[src/rtl/alu_pkg.sv]
// Shared definitions for the 4-bit ALU and the blocks that feed it:
// op codes, scheduler state encoding and flag bit positions.
package alu_pkg;

    // ALU op codes
    localparam logic [1:0] ALU_ADD = 2'b00;
    localparam logic [1:0] ALU_SUB = 2'b01;
    localparam logic [1:0] ALU_AND = 2'b10;
    localparam logic [1:0] ALU_OR  = 2'b11;

    // Scheduler states; 2'b11 is unused and recovers to IDLE
    typedef enum logic [1:0] {
        ST_IDLE = 2'b00,
        ST_HOLD = 2'b01,
        ST_RESP = 2'b10
    } sched_state_t;

    // Bit positions inside the 3-bit {carry, zero, overflow} flag word
    localparam int FLAG_CARRY = 2;
    localparam int FLAG_ZERO  = 1;
    localparam int FLAG_OVF   = 0;

    // Packs the individual ALU flags into the flag word
    function automatic logic [2:0] pack_flags(input logic carry,
                                              input logic zero,
                                              input logic ovf);
        logic [2:0] flags;
        flags             = 3'b000;
        flags[FLAG_CARRY] = carry;
        flags[FLAG_ZERO]  = zero;
        flags[FLAG_OVF]   = ovf;
        return flags;
    endfunction

endpackage

[src/rtl/rr_pick.sv]
// Round-robin picker: searches upward from last_grant+1 with wrap and
// returns the first active request as one-hot, index and an any flag.
// Requests are padded to four slots so the wrap is a plain 2-bit add;
// padded slots are always zero and therefore never selected.
module rr_pick #(
    parameter int NUM_REQ = 4
) (
    input  logic [NUM_REQ-1:0] req,
    input  logic [1:0]         last_grant,
    output logic [NUM_REQ-1:0] grant,
    output logic [1:0]         idx,
    output logic               any
);

    logic [3:0] req_pad_s;
    logic [3:0] grant_pad_s;
    logic [1:0] cand_s;

    // Priority search starting just after the previous winner
    always_comb begin
        req_pad_s              = 4'b0000;
        req_pad_s[NUM_REQ-1:0] = req;
        grant_pad_s            = 4'b0000;
        idx                    = 2'd0;
        any                    = 1'b0;
        cand_s                 = 2'd0;
        for (int k = 1; k <= 4; k++) begin
            cand_s = last_grant + k[1:0];
            if (!any && req_pad_s[cand_s]) begin
                any                 = 1'b1;
                idx                 = cand_s;
                grant_pad_s[cand_s] = 1'b1;
            end else begin
                any = any;
            end
        end
        grant = grant_pad_s[NUM_REQ-1:0];
    end

endmodule

[src/rtl/alu_rr_scheduler.sv]
// Shares one registered 4-bit ALU among up to four requesters. A granted
// request's operands are held on the ALU for ALU_LAT cycles, the result
// and flags are captured, and a response is offered until accepted.
module alu_rr_scheduler
    import alu_pkg::*;
#(
    parameter int NUM_REQ = 4,
    parameter int ALU_LAT = 4
) (
    input  logic                   clk,
    input  logic                   rst_n,
    input  logic [NUM_REQ-1:0]     req_valid,
    output logic [NUM_REQ-1:0]     req_ready,
    input  logic [4*NUM_REQ-1:0]   req_a,
    input  logic [4*NUM_REQ-1:0]   req_b,
    input  logic [2*NUM_REQ-1:0]   req_op,
    output logic [3:0]             alu_a,
    output logic [3:0]             alu_b,
    output logic [1:0]             alu_op,
    input  logic [3:0]             alu_result,
    input  logic                   alu_carry,
    input  logic                   alu_zero,
    input  logic                   alu_overflow,
    output logic                   rsp_valid,
    input  logic                   rsp_ready,
    output logic [1:0]             rsp_id,
    output logic [3:0]             rsp_result,
    output logic [2:0]             rsp_flags,
    output logic                   busy
);

    localparam logic [1:0] LAST_RST = 2'(NUM_REQ - 1);
    localparam logic [3:0] LAT_CNT  = 4'(ALU_LAT);

    sched_state_t        state_r, state_n;
    logic [1:0]          last_grant_r;
    logic [3:0]          hold_cnt_r;
    logic [3:0]          lat_a_r, lat_b_r;
    logic [1:0]          lat_op_r, lat_id_r;
    logic [1:0]          rsp_id_r;
    logic [3:0]          rsp_result_r;
    logic [2:0]          rsp_flags_r;

    logic [NUM_REQ-1:0]  pick_grant_s;
    logic [1:0]          pick_idx_s;
    logic                pick_any_s;
    logic                grant_fire_s;
    logic                capture_s;
    logic [3:0]          a_arr_s  [4];
    logic [3:0]          b_arr_s  [4];
    logic [1:0]          op_arr_s [4];

    rr_pick #(.NUM_REQ(NUM_REQ)) u_pick (
        .req        (req_valid),
        .last_grant (last_grant_r),
        .grant      (pick_grant_s),
        .idx        (pick_idx_s),
        .any        (pick_any_s)
    );

    // Unpack per-requester operand fields; unused slots read as zero
    always_comb begin
        for (int i = 0; i < 4; i++) begin
            a_arr_s[i]  = 4'd0;
            b_arr_s[i]  = 4'd0;
            op_arr_s[i] = 2'd0;
        end
        for (int i = 0; i < NUM_REQ; i++) begin
            a_arr_s[i]  = req_a[4*i +: 4];
            b_arr_s[i]  = req_b[4*i +: 4];
            op_arr_s[i] = req_op[2*i +: 2];
        end
    end

    // Next-state logic with grant and capture strobes
    always_comb begin
        state_n      = state_r;
        grant_fire_s = 1'b0;
        capture_s    = 1'b0;
        case (state_r)
            ST_IDLE: begin
                if (pick_any_s) begin
                    grant_fire_s = 1'b1;
                    state_n      = ST_HOLD;
                end else begin
                    state_n = ST_IDLE;
                end
            end
            ST_HOLD: begin
                if (hold_cnt_r == LAT_CNT) begin
                    capture_s = 1'b1;
                    state_n   = ST_RESP;
                end else begin
                    state_n = ST_HOLD;
                end
            end
            ST_RESP: begin
                if (rsp_ready) begin
                    state_n = ST_IDLE;
                end else begin
                    state_n = ST_RESP;
                end
            end
            default: state_n = ST_IDLE;
        endcase
    end

    // Accept strobe: only in the granting IDLE cycle, never while in reset
    always_comb begin
        if (grant_fire_s && rst_n) begin
            req_ready = pick_grant_s;
        end else begin
            req_ready = {NUM_REQ{1'b0}};
        end
    end

    // State register
    always_ff @(posedge clk or negedge rst_n) begin
        if (!rst_n) begin
            state_r <= ST_IDLE;
        end else begin
            state_r <= state_n;
        end
    end

    // Round-robin pointer and hold counter
    always_ff @(posedge clk or negedge rst_n) begin
        if (!rst_n) begin
            last_grant_r <= LAST_RST;
            hold_cnt_r   <= 4'd0;
        end else begin
            if (grant_fire_s) begin
                last_grant_r <= pick_idx_s;
                hold_cnt_r   <= 4'd1;
            end else if (capture_s) begin
                hold_cnt_r   <= 4'd0;
            end else if (state_r == ST_HOLD) begin
                hold_cnt_r   <= hold_cnt_r + 4'd1;
            end else begin
                hold_cnt_r   <= hold_cnt_r;
            end
        end
    end

    // Operand latch: drives the ALU and stays put until the next grant
    always_ff @(posedge clk or negedge rst_n) begin
        if (!rst_n) begin
            lat_a_r  <= 4'd0;
            lat_b_r  <= 4'd0;
            lat_op_r <= 2'd0;
            lat_id_r <= 2'd0;
        end else if (grant_fire_s) begin
            lat_a_r  <= a_arr_s[pick_idx_s];
            lat_b_r  <= b_arr_s[pick_idx_s];
            lat_op_r <= op_arr_s[pick_idx_s];
            lat_id_r <= pick_idx_s;
        end else begin
            lat_a_r  <= lat_a_r;
            lat_b_r  <= lat_b_r;
            lat_op_r <= lat_op_r;
            lat_id_r <= lat_id_r;
        end
    end

    // Response capture at the end of the hold window
    always_ff @(posedge clk or negedge rst_n) begin
        if (!rst_n) begin
            rsp_id_r     <= 2'd0;
            rsp_result_r <= 4'd0;
            rsp_flags_r  <= 3'd0;
        end else if (capture_s) begin
            rsp_id_r     <= lat_id_r;
            rsp_result_r <= alu_result;
            rsp_flags_r  <= pack_flags(alu_carry, alu_zero, alu_overflow);
        end else begin
            rsp_id_r     <= rsp_id_r;
            rsp_result_r <= rsp_result_r;
            rsp_flags_r  <= rsp_flags_r;
        end
    end

    assign alu_a      = lat_a_r;
    assign alu_b      = lat_b_r;
    assign alu_op     = lat_op_r;
    assign rsp_valid  = (state_r == ST_RESP);
    assign rsp_id     = rsp_id_r;
    assign rsp_result = rsp_result_r;
    assign rsp_flags  = rsp_flags_r;
    assign busy       = (state_r != ST_IDLE);

endmodule
[config.mk]
export PLATFORM = sky130hd
export DESIGN_NAME = alu_rr_scheduler
export DESIGN_NICKNAME = d
export VERILOG_FILES = /design/src/rtl/alu_pkg.sv /design/src/rtl/rr_pick.sv /design/src/rtl/alu_rr_scheduler.sv
export SDC_FILE = /design/constraint.sdc
export NUM_CORES = 1
export LEC_CHECK = 0
export ABC_CLOCK_PERIOD_IN_PS = 6750
export CELL_PAD_IN_SITES_DETAIL_PLACEMENT = 0
export CELL_PAD_IN_SITES_GLOBAL_PLACEMENT = 2
export CORE_MARGIN = 2
export CORE_UTILIZATION = 28
export DETAILED_ROUTE_END_ITERATION = 6
export GPL_ROUTABILITY_DRIVEN = 1
export MAX_ROUTING_LAYER = met4
export PLACE_DENSITY = 0.93
export SETUP_SLACK_MARGIN = 0.4
export SLEW_MARGIN = 5
export SYNTH_ARGS = -nofsm -noshare
export SYNTH_HDL_FRONTEND = slang
export SYNTH_SLANG_ARGS = --single-unit
[constraint.sdc]
create_clock -name clk -period 6.75 [get_ports clk]
set_input_delay 1.35 -clock clk [delete_from_list [all_inputs] [get_ports clk]]
set_output_delay 1.35 -clock clk [all_outputs]
set_load 0.02 [all_outputs]
==> key figures, run 1 <==
Layout
  – Diodes inserted: 0
  – Flip-flop and latch area: 728.2 sq um
  – Filler Cell Count: around 750
  – Layout cell share with drive strength beyond 1: 10.92%
  – Multi-input gate area: 1291 sq um
  – # nets final: 356
  – Area grow syn2layout: 42.51%
  – Layout Cells excl Fill: 392
  – Utilization after layout: 41.64%

Timing
  – Least-Margin Pin Slew: 1.055 ns
  – Final setup TNS: 0 ns
  – Final WS setup: 1.270 ns
  – Max Freq: 0.1825 GHz
  – Final setup vio count: 0
  – Relative slew slack: 29.43%
  – Hold violation count in the final report: 0
  – RSZ-0062 raised after global routing: false
  – Max Clock Skew: 0.005948 ns
  – Final Cycle Share: 81.18%
  – Post-route minimum period: 5.480 ns
  – Final Max Slew Viols: 0

Job
  – MaxCap Viol Count: 0

Min path
  – WHS Path Cells: 2
  – Hold crit path type: reg2reg
  – Hold EP: lat_id_r[0]$_DFFE_PN0P_
  – Hold Crit Start: lat_id_r[0]$_DFFE_PN0P_

CTS
  – Post-CTS Setup Inserts: 0
  – Sink Count: 29
  – Hold buffers post-CTS: 0
  – Clock Tree Root: clkbuf_8
  – Post-CTS Resized: 0
  – H-tree levels: 2
  – Maximum root-to-sink buffer count: 2
  – Worst-path clk slew: 0.06 ns
  – Clk_lat worst skew: 0.28 ns
  – CTS tree: done
  – CTS buffer count: 5

Status
  – Status: completed

Place
  – Placed Cells: 384
  – Placement Setup Slack: 1.295 ns
  – Placer congestion estimate: 0.8107
  – Final HPWL DP: 4352 um
  – Port Buf Inserts: 78

Setup path
  – R2R setup slack: between 2 and 3 ns
  – CP Capture Type: output pin
  – CP max-delay cell: mux4_1
  – Startpoint types: primary input
  – CP Data Arrival Time: slightly above 4 ns
  – R2R Path End: alu_op[1]$_DFFE_PN0P_
  – Cells on worst reg2reg path: 8
  – Worst r2r src: last_grant_r[0]$_DFFE_PN1P_
  – Critical Path RT: 5.40 ns
  – Critical path fanouts, max: 11
  – Crit-path cells: clkdlybuf4s50_1 > mux4_1 > nor2b_1 > a22oi_1 > nor2_1 > a221oi_1 > nor2_1 > clkdlybuf4s50_1
  – Kind of critical path: in2out
  – Slowest stage delay, CP: 0.69 ns

Synth
  – Post-synthesis cell area: 2131 sq um
  – Post-Synth Adder-Cell Area: 5.872%
  – Seq/Total Area, Yosys: 34.17%
  – Post-synthesis cell count: ~220
  – YS warnings: 0
  – Number of synthesized flops with an enable pin: 0
  – Synth Area in XOR/XNOR: less than 1%
  – Post-synth ARST share: 100.0%
  – Synth unique cells: between 40 and 50
  – Syn Nets: 285
  – Avg Inst Size Synth: just under 10 sq um
  – FF+latch count, synth: 29
  – Top_reg_cell synth: dfrtp_1
  – Largest family of logic cells by synthesized area: compound AO/OA/AOI/OAI gates
  – Post-synthesis compound-gate area fraction: 20.67%
  – Mux cell area share after synthesis: 18.79%
  – Simple-Gate Fraction of Synth Area: 14.45%

Drt
  – Routed WL: 5906 um
  – Vias per inst: 4.992
  – # DRC: 0
  – Initial drt markers: roughly 70
  – Drt wl/cell: 15.07 um
  – Pre-antenna DRT Iters: 4
  – Post-route ant nets: 0
  – Via count: about 2,000

Global routing
  – Initial antenna violation count: 0
  – Vias in the first global route: 1,981
  – GRT Total Usage: 15.16%
  – First-pass GRT wire length: 9798 um
  – GRT overflow: 0
  – Largest net degree at the start of global routing: 34

Power
  – Gate power share: 65.3%
  – Internal power: 0.7739 mW
  – Lkg Pwr: between 1 and 1.5 nW
  – Sw Ratio: between 40% and 50%
  – Seq pwr share: 25.2%
  – PwrDens: 470.8 nW/um^2
  – Psw: 0.6556 mW
  – Peak supply drop: 0.0001405 V
  – Power share of the clock group: under 10%

Floorplanning
  – Initial Util: 29.22%
  – IO Pins: 79
  – Core area: 7292 sq um
  – Rows: 31
  – Die Width: 91.24 um
  – Die Y: 91.24 um
  – Die area: roughly 8300 sq um
==> metal layers <==
metal / track usage [%] / part of all wire [%]
met1: 19.72 / 48
met2: 23.40 / 46
met3: 3.320 / 4.5
met4: 5.177 / 1.6
met5: - / 0
==> power by group through the flow <==
stage          registers (mW)  clock network [mW]  logic, mW
6_report                0.360               0.137      0.933
5_1_grt                 0.376               0.150       1.03
4_1_cts                 0.361               0.143      0.943
3_5_place_dp            0.363                   0      0.940
3_3_place_gp            0.361                   0      0.930
2_1_floorplan           0.388                   0      0.619
==> critical path: cells and delay by family <==
family                 cells  cell delay (ns)
buffers and inverters      2             1.19
AO/OA/AOI/OAI              2             0.19
multiplexers               1             0.69
AND/OR/NAND/NOR            3             0.71
==> how the worst max path moves through the flow <==
stage / from / endpoint / slack (ns) / cells after the start
4_1_cts: req_valid[3] / req_ready[0] / 1.29 / 8
3_5_place_dp: req_valid[3] / req_ready[0] / 1.29 / 8
3_3_place_gp: req_valid[0] / req_ready[0] / 1.33 / 8
6_report: req_valid[3] / req_ready[0] / 1.27 / 8
5_1_grt: req_valid[3] / req_ready[2] / 1.05 / 8
2_1_floorplan: req_valid[1] / req_ready[0] / 2.47 / 7
==> final cells by class <==
| type | count | area share, % |
|---|---|---|
| multi-input cells | 171 | 42.52 |
| well taps | 99 | 4.079 |
| inverters | 6 | 0.7417 |
| flip-flops and latches | 29 | 23.98 |
| repair buffers | 79 | 25.96 |
| clock inverters | 2 | 0.3296 |
| clock buffers | 6 | 2.390 |
==> sequential cells by signal (all words and copies together) (netlist names), 3 cells and up <==
name	cells
rsp_flags	3
alu_a	4
alu_b	4
hold_cnt_r	4
rsp_result	4
==> cell usage in the layout, fill, tap and decap left out, types with 2 or more instances in the layout <==
cell type         n
mux4_2            2
o32a_1            3
nor2b_1           4
and2_1            2
nand2_1          21
a21o_1            2
dfrtp_1          27
o22ai_1           7
mux2_1            7
nand2b_1          2
nand3_1           9
or2_2             2
a21oi_1           2
o21ai_0          13
dfstp_2           2
ha_1             10
inv_1             6
mux2_2           16
clkdlybuf4s50_1  78
nor2_1           18
a221oi_1          4
clkbuf_8          5
a211oi_1          2
clkinv_2          2
nor3_1            2
o221ai_1          6
a22oi_1           4
o211ai_1          8
xnor2_1           2
mux2i_1           7
==> logic make-up (layout without fill, tap and decap cells) <==
family                     Yosys count  in the layout
AOI/OAI and AO/OA                   60             60
xor gates and xnor gates             2              2
adders and majority gates           10             10
buffers and inverters               21             93
DFF                                 29             29
muxes                               33             33
and+or+nand+nor                     66             66
==> synthesized netlist by cell type, drive strengths merged (6+ instances only) <==
cell type / count / area (sq um)
clkbuf: 6 / 23.77
nor2: 18 / 67.56
mux2: 23 / 259.0
dfrtp: 27 / 675.7
o22ai: 7 / 43.79
inv: 6 / 22.52
nand3: 9 / 45.04
buf: 9 / 65.06
nand2: 21 / 78.83
o221ai: 6 / 52.55
o211ai: 8 / 60.06
mux2i: 7 / 70.07
ha: 10 / 125.1
o21ai: 14 / 70.06
==> stage by stage <==
stage,power (mW),hold slack [ns],instance area (sq um)
2_1_floorplan,1.006,0.4444,2131
3_3_place_gp,1.291,0.4631,2954
3_5_place_dp,1.304,0.4777,2954
4_1_cts,1.446,0.4920,3037
5_1_grt,1.553,0.5236,3037
6_report,1.430,0.4836,3037
Note: power is estimated with default switching activity, not from simulation.
==> inputs of run 2 (changes only) <==
ABC_CLOCK_PERIOD_IN_PS = 4900   (was 6750)
CORE_UTILIZATION = 24   (was 28)
PLACE_DENSITY = 0.86   (was 0.93)
clock period = 4.9 ns   (was 6.75 ns; I/O delays follow)
==> run 2 against run 1 <==
Net effect: wire length rose by 0.61%; clock skew increased by 0.0014 ns; core utilization is 5.6 points lower; power grew 44%; final cell count rose by 3.3%; flip-flop and latch count unchanged; setup slack lost 0.43 ns; combinational power up 45%; cell area rose by 2.9%; critical path type unchanged.
==> key figures, run 2 (synthesis results as in run 1) <==
Status
  – Status: completed

Global routing
  – GRT Total Usage: 12.70% (-2.5 points)
  – First-pass GRT wire length: 9687 um (-1.1%)
  – Vias in the first global route: 1,998 (+0.86%)
  – Initial antenna violation count: 0 (unchanged)
  – Largest net degree at the start of global routing: 33 (-2.9%)
  – GRT overflow: 0 (unchanged)

CTS
  – Worst-path clk slew: 0.06 ns (about the same)
  – Sink Count: 29 (unchanged)
  – CTS buffer count: 5 (unchanged)
  – H-tree levels: 2 (unchanged)
  – Maximum root-to-sink buffer count: 2 (unchanged)
  – CTS tree: done
  – Clk_lat worst skew: 0.28 ns (about the same)
  – Clock Tree Root: clkbuf_8

Setup path
  – Slowest stage delay, CP: 0.59 ns (-0.10 ns)
  – Startpoint types: primary input
  – Buf/Inv on CP: 2 (unchanged)
  – CP delay by family, top: buffers and inverters
  – Critical path fanouts, max: 11 (unchanged)
  – CP Capture Type: output pin
  – Most used cell along the critical path: nor2_1
  – Crit-path cells: clkdlybuf4s50_1 > mux4_2 > nor2b_2 > a22oi_1 > nor2_1 > a221oi_1 > nor2_1 > dlymetal6s2s_1
  – Critical Path RT: 3.92 ns (-1.48 ns)
  – CP Data Arrival Time: 3.08 ns (-1.05 ns)
  – CP max-delay cell: clkdlybuf4s50_1
  – Kind of critical path: in2out

Floorplanning
  – Rows: 34 (+9.7%)
  – Die Width: 98.23 um (+7.7%)
  – Die area: 9648 sq um (+16%)
  – Initial Util: 24.55% (-4.7 points)
  – IO Pins: 79 (unchanged)
  – Die Y: 98.23 um (+7.7%)
  – Core area: 8678 sq um (+19%)

Drt
  – Drt wl/cell: 14.67 um (-2.6%)
  – # DRC: 0 (unchanged)
  – Vias per inst: 4.975 (-0.34%)
  – Pre-antenna DRT Iters: 4 (unchanged)
  – Via count: 2,015 (+3.0%)
  – Routed WL: 5942 um (+0.61%)
  – Post-route ant nets: 0 (unchanged)
  – Initial drt markers: 121 (+70%)

Timing
  – Relative slew slack: 44.19% (+15 points)
  – RSZ-0062 raised after global routing: false
  – Max Clock Skew: 0.007395 ns (+0.001447 ns)
  – Final Cycle Share: between 80 and 90%
  – Least-Margin Pin Slew: 0.8341 ns (-0.2205 ns)
  – Final setup TNS: 0 ns (unchanged)
  – Hold violation count in the final report: 0 (unchanged)
  – Final setup vio count: 0 (unchanged)
  – Max Freq: around 0.25 GHz
  – Final Max Slew Viols: 0 (unchanged)
  – Post-route minimum period: 4.058 ns

Min path
  – Hold crit path type: reg2reg

Layout
  – Filler Cell Count: 930 (+24%)
  – Most frequent cells in the layout: 74 x clkdlybuf4s50_1, 27 x dfrtp_1, 21 x nand2_1
  – Area grow syn2layout: 46.62%
  – Layout cell share with drive strength beyond 1: 13.13% (+2.2 points)
  – # nets final: 360 (+1.1%)
  – Diodes inserted: 0 (unchanged)
  – Commonest non-fill, non-tap cell in the layout: clkdlybuf4s50_1
  – Utilization after layout: 36.00% (-5.6 points)
  – Final instance area: 3124 sq um (+2.9%)
  – Layout Cells excl Fill: 405 (+3.3%)

Job
  – MaxCap Viol Count: 0 (unchanged)

Power
  – Peak supply drop: 0.0002016 V (+43%)
  – Lkg Pwr: 1.304 nW (+8.8%)
  – PwrDens: 657.0 nW/um^2 (+40%)
  – Total Power: 2.053 mW (+44%)

Place
  – Placer congestion estimate: 0.7996 (-1.4%)
  – Port Buf Inserts: 78 (unchanged)
  – Final HPWL DP: 4560 um (+4.8%)
  – Placed Area: 2995 sq um (+1.4%)
  – Placed Cells: 397 (+3.4%)
## run 2: cell count changes in the layout (fill, tap and decap cells not counted), sizes merged
cell,delta
clkinv,-2
dlymetal6s2s,+4
bufinv,+1
clkdlybuf4s50,-4
clkbuf,+1
buf,+4
## run 2: through the flow
step                      hold slack, ns  worst slack [ns]
after floorplan                   0.4444             1.122
final                             0.4795            0.8418
after CTS                         0.4786            0.4274
after global placement            0.4627            0.2947
after detailed placement          0.4723            0.2419
after global routing              0.5056            0.6887
## run 2: metal layers
metal | global-route usage, % | part of all wire [%] | routed length, um | up-vias
li1 | - | - | - | 972
met1 | 15.85 | 45 | 2703 | 973
met2 | 21.50 | 49 | 2907 | 66
met3 | 2.577 | 5.1 | 302 | 4
met4 | 2.529 | 0.49 | 29 | 0
met5 | - | 0 | 0 | -
## run 2: worst paths after layout
path / slack [ns] / start / to / depth (start not counted)
max in group asynchronous: 3.44 / rst_n / last_grant_r[0]$_DFFE_PN1P_ / 2
worst max register to register: 1.49 / last_grant_r[1]$_DFFE_PN1P_ / alu_a[2]$_DFFE_PN0P_ / 8
worst max-delay path: 0.84 / req_valid[2] / req_ready[3] / 8
worst min register to register: 0.48 / hold_cnt_r[3]$_DFFE_PN0P_ / hold_cnt_r[3]$_DFFE_PN0P_ / 1
worst min-delay path: 0.48 / hold_cnt_r[3]$_DFFE_PN0P_ / hold_cnt_r[3]$_DFFE_PN0P_ / 1
min in group asynchronous: 1.14 / rst_n / state_r[1]$_DFF_PN0_ / 2
## run 2: repair_timing
item                       CTS  global route
setup endpoints to repair    4             4
hold buffers                 0             0
setup buffers                0             0
resized for setup            3             5
## run 2: cell type report
class / instances / area [sq um] / share of cell area, %
Clock inverter: 1 / 30.03 / 0.9612
Inverter: 6 / 22.52 / 0.7209
Clock buffer: 7 / 86.33 / 2.763
Sequential cell: 29 / 728.2 / 23.31
Multi-Input combinational cell: 171 / 1294 / 41.41
Timing Repair Buffer: 83 / 828.3 / 26.51
Tap cell: 108 / 135.1 / 4.325
## run 2: worst reg2reg max path, cell delays in order (launching register included)
cell and delay [ns]:
dfstp_2 0.67, inv_1 0.18, ha_1 0.41, mux4_2 0.57
o21ba_1 0.28, a211oi_4 0.59, mux2_1 0.40, nand3_1 0.10
o211ai_1 0.09
## run 2: report_power, final
group / switching, mW / total (mW) / leakage (nW) / internal, mW
Sequential: 0.0820 / 0.450 / 0.346 / 0.368
Combinational: 0.729 / 1.35 / 0.900 / 0.617
Clock: 0.0913 / 0.257 / 0.0585 / 0.166
Total: 0.902 / 2.05 / 1.30 / 1.15
==> inputs of run 3 (changes only) <==
ABC_CLOCK_PERIOD_IN_PS = 4150   (was 4900)
CORE_UTILIZATION = 26   (was 24)
PLACE_DENSITY = 0.88   (was 0.86)
clock period = 4.15 ns   (was 4.9 ns; I/O delays follow)
==> run 3 against run 2 <==
Net effect: worst hold slack got worse by 0.0049 ns; flip-flop and latch count unchanged; cell area increased by 2.2%; power up 19%; wire length increased by 1.6%; highest routed layer unchanged; clock-buffer cell count unchanged.
==> key figures, run 3 (synthesis results as in run 1) <==
Setup path
  – Critical Path RT: 3.32 ns (-0.60 ns)
  – Crit-path cells: clkdlybuf4s50_1 > buf_4 > mux4_2 > nor2_1 > a221oi_2 > nor2_1 > clkdlybuf4s15_2
  – CP Data Arrival Time: 2.75 ns (-0.33 ns)
  – Kind of critical path: in2out
  – Buf/Inv on CP: 3 (+1)
  – Most used cell along the critical path: nor2_1
  – CP delay by family, top: buffers and inverters
  – Slowest stage delay, CP: 0.65 ns (+0.06 ns)
  – CP max-delay cell: mux4_2
  – Critical path fanouts, max: 16 (+5)
  – Startpoint types: primary input
  – CP Capture Type: output pin

CTS
  – Clk_lat worst skew: 0.27 ns (about the same)
  – Post-CTS Setup Inserts: 0 (unchanged)
  – CTS tree: done
  – Worst-path clk slew: 0.06 ns (about the same)
  – Maximum root-to-sink buffer count: 2 (unchanged)
  – Sink Count: 29 (unchanged)
  – CTS buffer count: 5 (unchanged)
  – Clock Tree Root: clkbuf_8
  – Hold buffers post-CTS: 0 (unchanged)
  – H-tree levels: 2 (unchanged)

Layout
  – Area grow syn2layout: 49.79%
  – Commonest non-fill, non-tap cell in the layout: clkdlybuf4s50_1
  – Utilization after layout: 39.44% (+3.4 points)
  – Filler Cell Count: 834 (-10%)
  – Final instance area: 3192 sq um (+2.2%)
  – Diodes inserted: 0 (unchanged)
  – Layout cell share with drive strength beyond 1: 18.09% (+5.0 points)
  – Most frequent cells in the layout: 71 x clkdlybuf4s50_1, 27 x dfrtp_1, 21 x nand2_1
  – # nets final: 368 (+2.2%)

Min path
  – Hold crit path type: reg2reg

Place
  – Port Buf Inserts: 78 (unchanged)
  – Final HPWL DP: 4565 um (+0.13%)
  – Placed Area: 3052 sq um (+1.9%)
  – Placer congestion estimate: 0.7445 (-6.9%)

Timing
  – Hold violation count in the final report: 0 (unchanged)
  – Final Max Slew Viols: 0 (unchanged)
  – Least-Margin Pin Slew: 0.8560 ns (+0.02192 ns)
  – Final Cycle Share: between 80% and 90%
  – Max Clock Skew: 0.002933 ns (-0.004462 ns)
  – RSZ-0062 raised after global routing: false
  – Relative slew slack: 42.72% (-1.5 points)
  – Max Freq: about 0.28 GHz
  – Post-route minimum period: 3.580 ns
  – Final setup vio count: 0 (unchanged)
  – Final setup TNS: 0 ns (unchanged)
  – Worst hold slack: 0.4747 ns (-0.004857 ns)

Status
  – Status: completed

Drt
  – Post-route ant nets: 0 (unchanged)
  – # DRC: 0 (unchanged)
  – Drt wl/cell: 14.76 um (+0.57%)
  – Vias per inst: 4.946 (-0.58%)
  – Via count: 2,023 (+0.40%)
  – Initial drt markers: 58 (-52%)
  – Routed WL: 6035 um (+1.6%)
  – Pre-antenna DRT Iters: 4 (unchanged)

Global routing
  – GRT overflow: 0 (unchanged)
  – Initial antenna violation count: 0 (unchanged)
  – GRT Total Usage: 14.05% (+1.4 points)
  – First-pass GRT wire length: 9522 um (-1.7%)
  – Vias in the first global route: 1,926 (-3.6%)
  – Largest net degree at the start of global routing: 33 (unchanged)

Floorplanning
  – Die Y: 94.53 um (-3.8%)
  – Rows: 33 (-2.9%)
  – IO Pins: 79 (unchanged)
  – Core area: 8093 sq um (-6.7%)
  – Die Width: 94.53 um (-3.8%)
  – Initial Util: 26.33% (+1.8 points)
  – Die area: 8936 sq um (-7.4%)

Power
  – Peak supply drop: 0.0002378 V (+18%)
  – PwrDens: 765.8 nW/um^2 (+17%)
  – Lkg Pwr: 1.295 nW (-0.76%)

Job
  – MaxCap Viol Count: 0 (unchanged)
run 3: cell count changes in the layout (fill, tap and decap cells not counted), sizes merged:
cell | previous run | this run
clkdlybuf4s15 | 0 | 4
clkdlybuf4s50 | 74 | 71
buf | 5 | 13
dlymetal6s2s | 4 | 3
bufinv | 1 | 0
run 3: metal layers:
metal	GRT usage [%]	up-vias	routed length [um]
li1	-	985	-
met1	17.77	979	2804
met2	23.27	57	2898
met3	3.512	2	320
met4	2.174	0	12
met5	-	-	0
run 3: layout make-up:
| cell class | instances | area (sq um) | share of cell area [%] |
|---|---|---|---|
| clock buffer | 7 | 86.33 | 2.705 |
| inverter | 6 | 22.52 | 0.7056 |
| sequential | 29 | 728.2 | 22.81 |
| multi-input combinational | 171 | 1333 | 41.75 |
| tap | 105 | 131.4 | 4.116 |
| timing repair buffer | 91 | 890.9 | 27.91 |
run 3: worst paths after layout:
path,from,endpoint,slack (ns),cells past startpoint
max,req_valid[2],req_ready[1],0.57,7
min,lat_id_r[0]$_DFFE_PN0P_,lat_id_r[0]$_DFFE_PN0P_,0.47,2
max reg2reg,last_grant_r[0]$_DFFE_PN1P_,alu_b[1]$_DFFE_PN0P_,1.11,8
min reg2reg,lat_id_r[0]$_DFFE_PN0P_,lat_id_r[0]$_DFFE_PN0P_,0.47,2
max in group asynchronous,rst_n,last_grant_r[1]$_DFFE_PN1P_,2.83,2
min in group asynchronous,rst_n,alu_a[0]$_DFFE_PN0P_,0.99,2
run 3: metrics by stage:
step	worst slack, ns	cells	total power, mW
global route	0.4475	409	2.654
finish	0.5698	409	2.444
detailed placement	0.07759	402	2.182
CTS	0.3755	409	2.420
global placement	0.1241	402	2.163
floorplan	0.5220	221	1.637
run 3: power breakdown:
| part | internal [mW] | total, mW | switching [mW] |
|---|---|---|---|
| Clock | 0.131 | 0.234 | 0.102 |
| Combinational | 0.794 | 1.70 | 0.908 |
| Sequential | 0.433 | 0.509 | 0.0760 |
run 3: worst reg2reg max path, delay by kind of cell (launching register included):
| family | cells | cell delay [ns] |
|---|---|---|
| flip-flops | 1 | 0.52 |
| AO/OA/AOI/OAI | 4 | 0.96 |
| multiplexers | 1 | 0.33 |
| buffers and inverters | 2 | 0.50 |
| AND/OR/NAND/NOR | 1 | 0.65 |
run 3: repair_timing:
| item | CTS | global route |
|---|---|---|
| pin swaps | 0 | 0 |
| resized for setup | 12 | 12 |
| endpoints found under the setup margin | 4 | 4 |
| endpoints found under the hold margin | 0 | 0 |
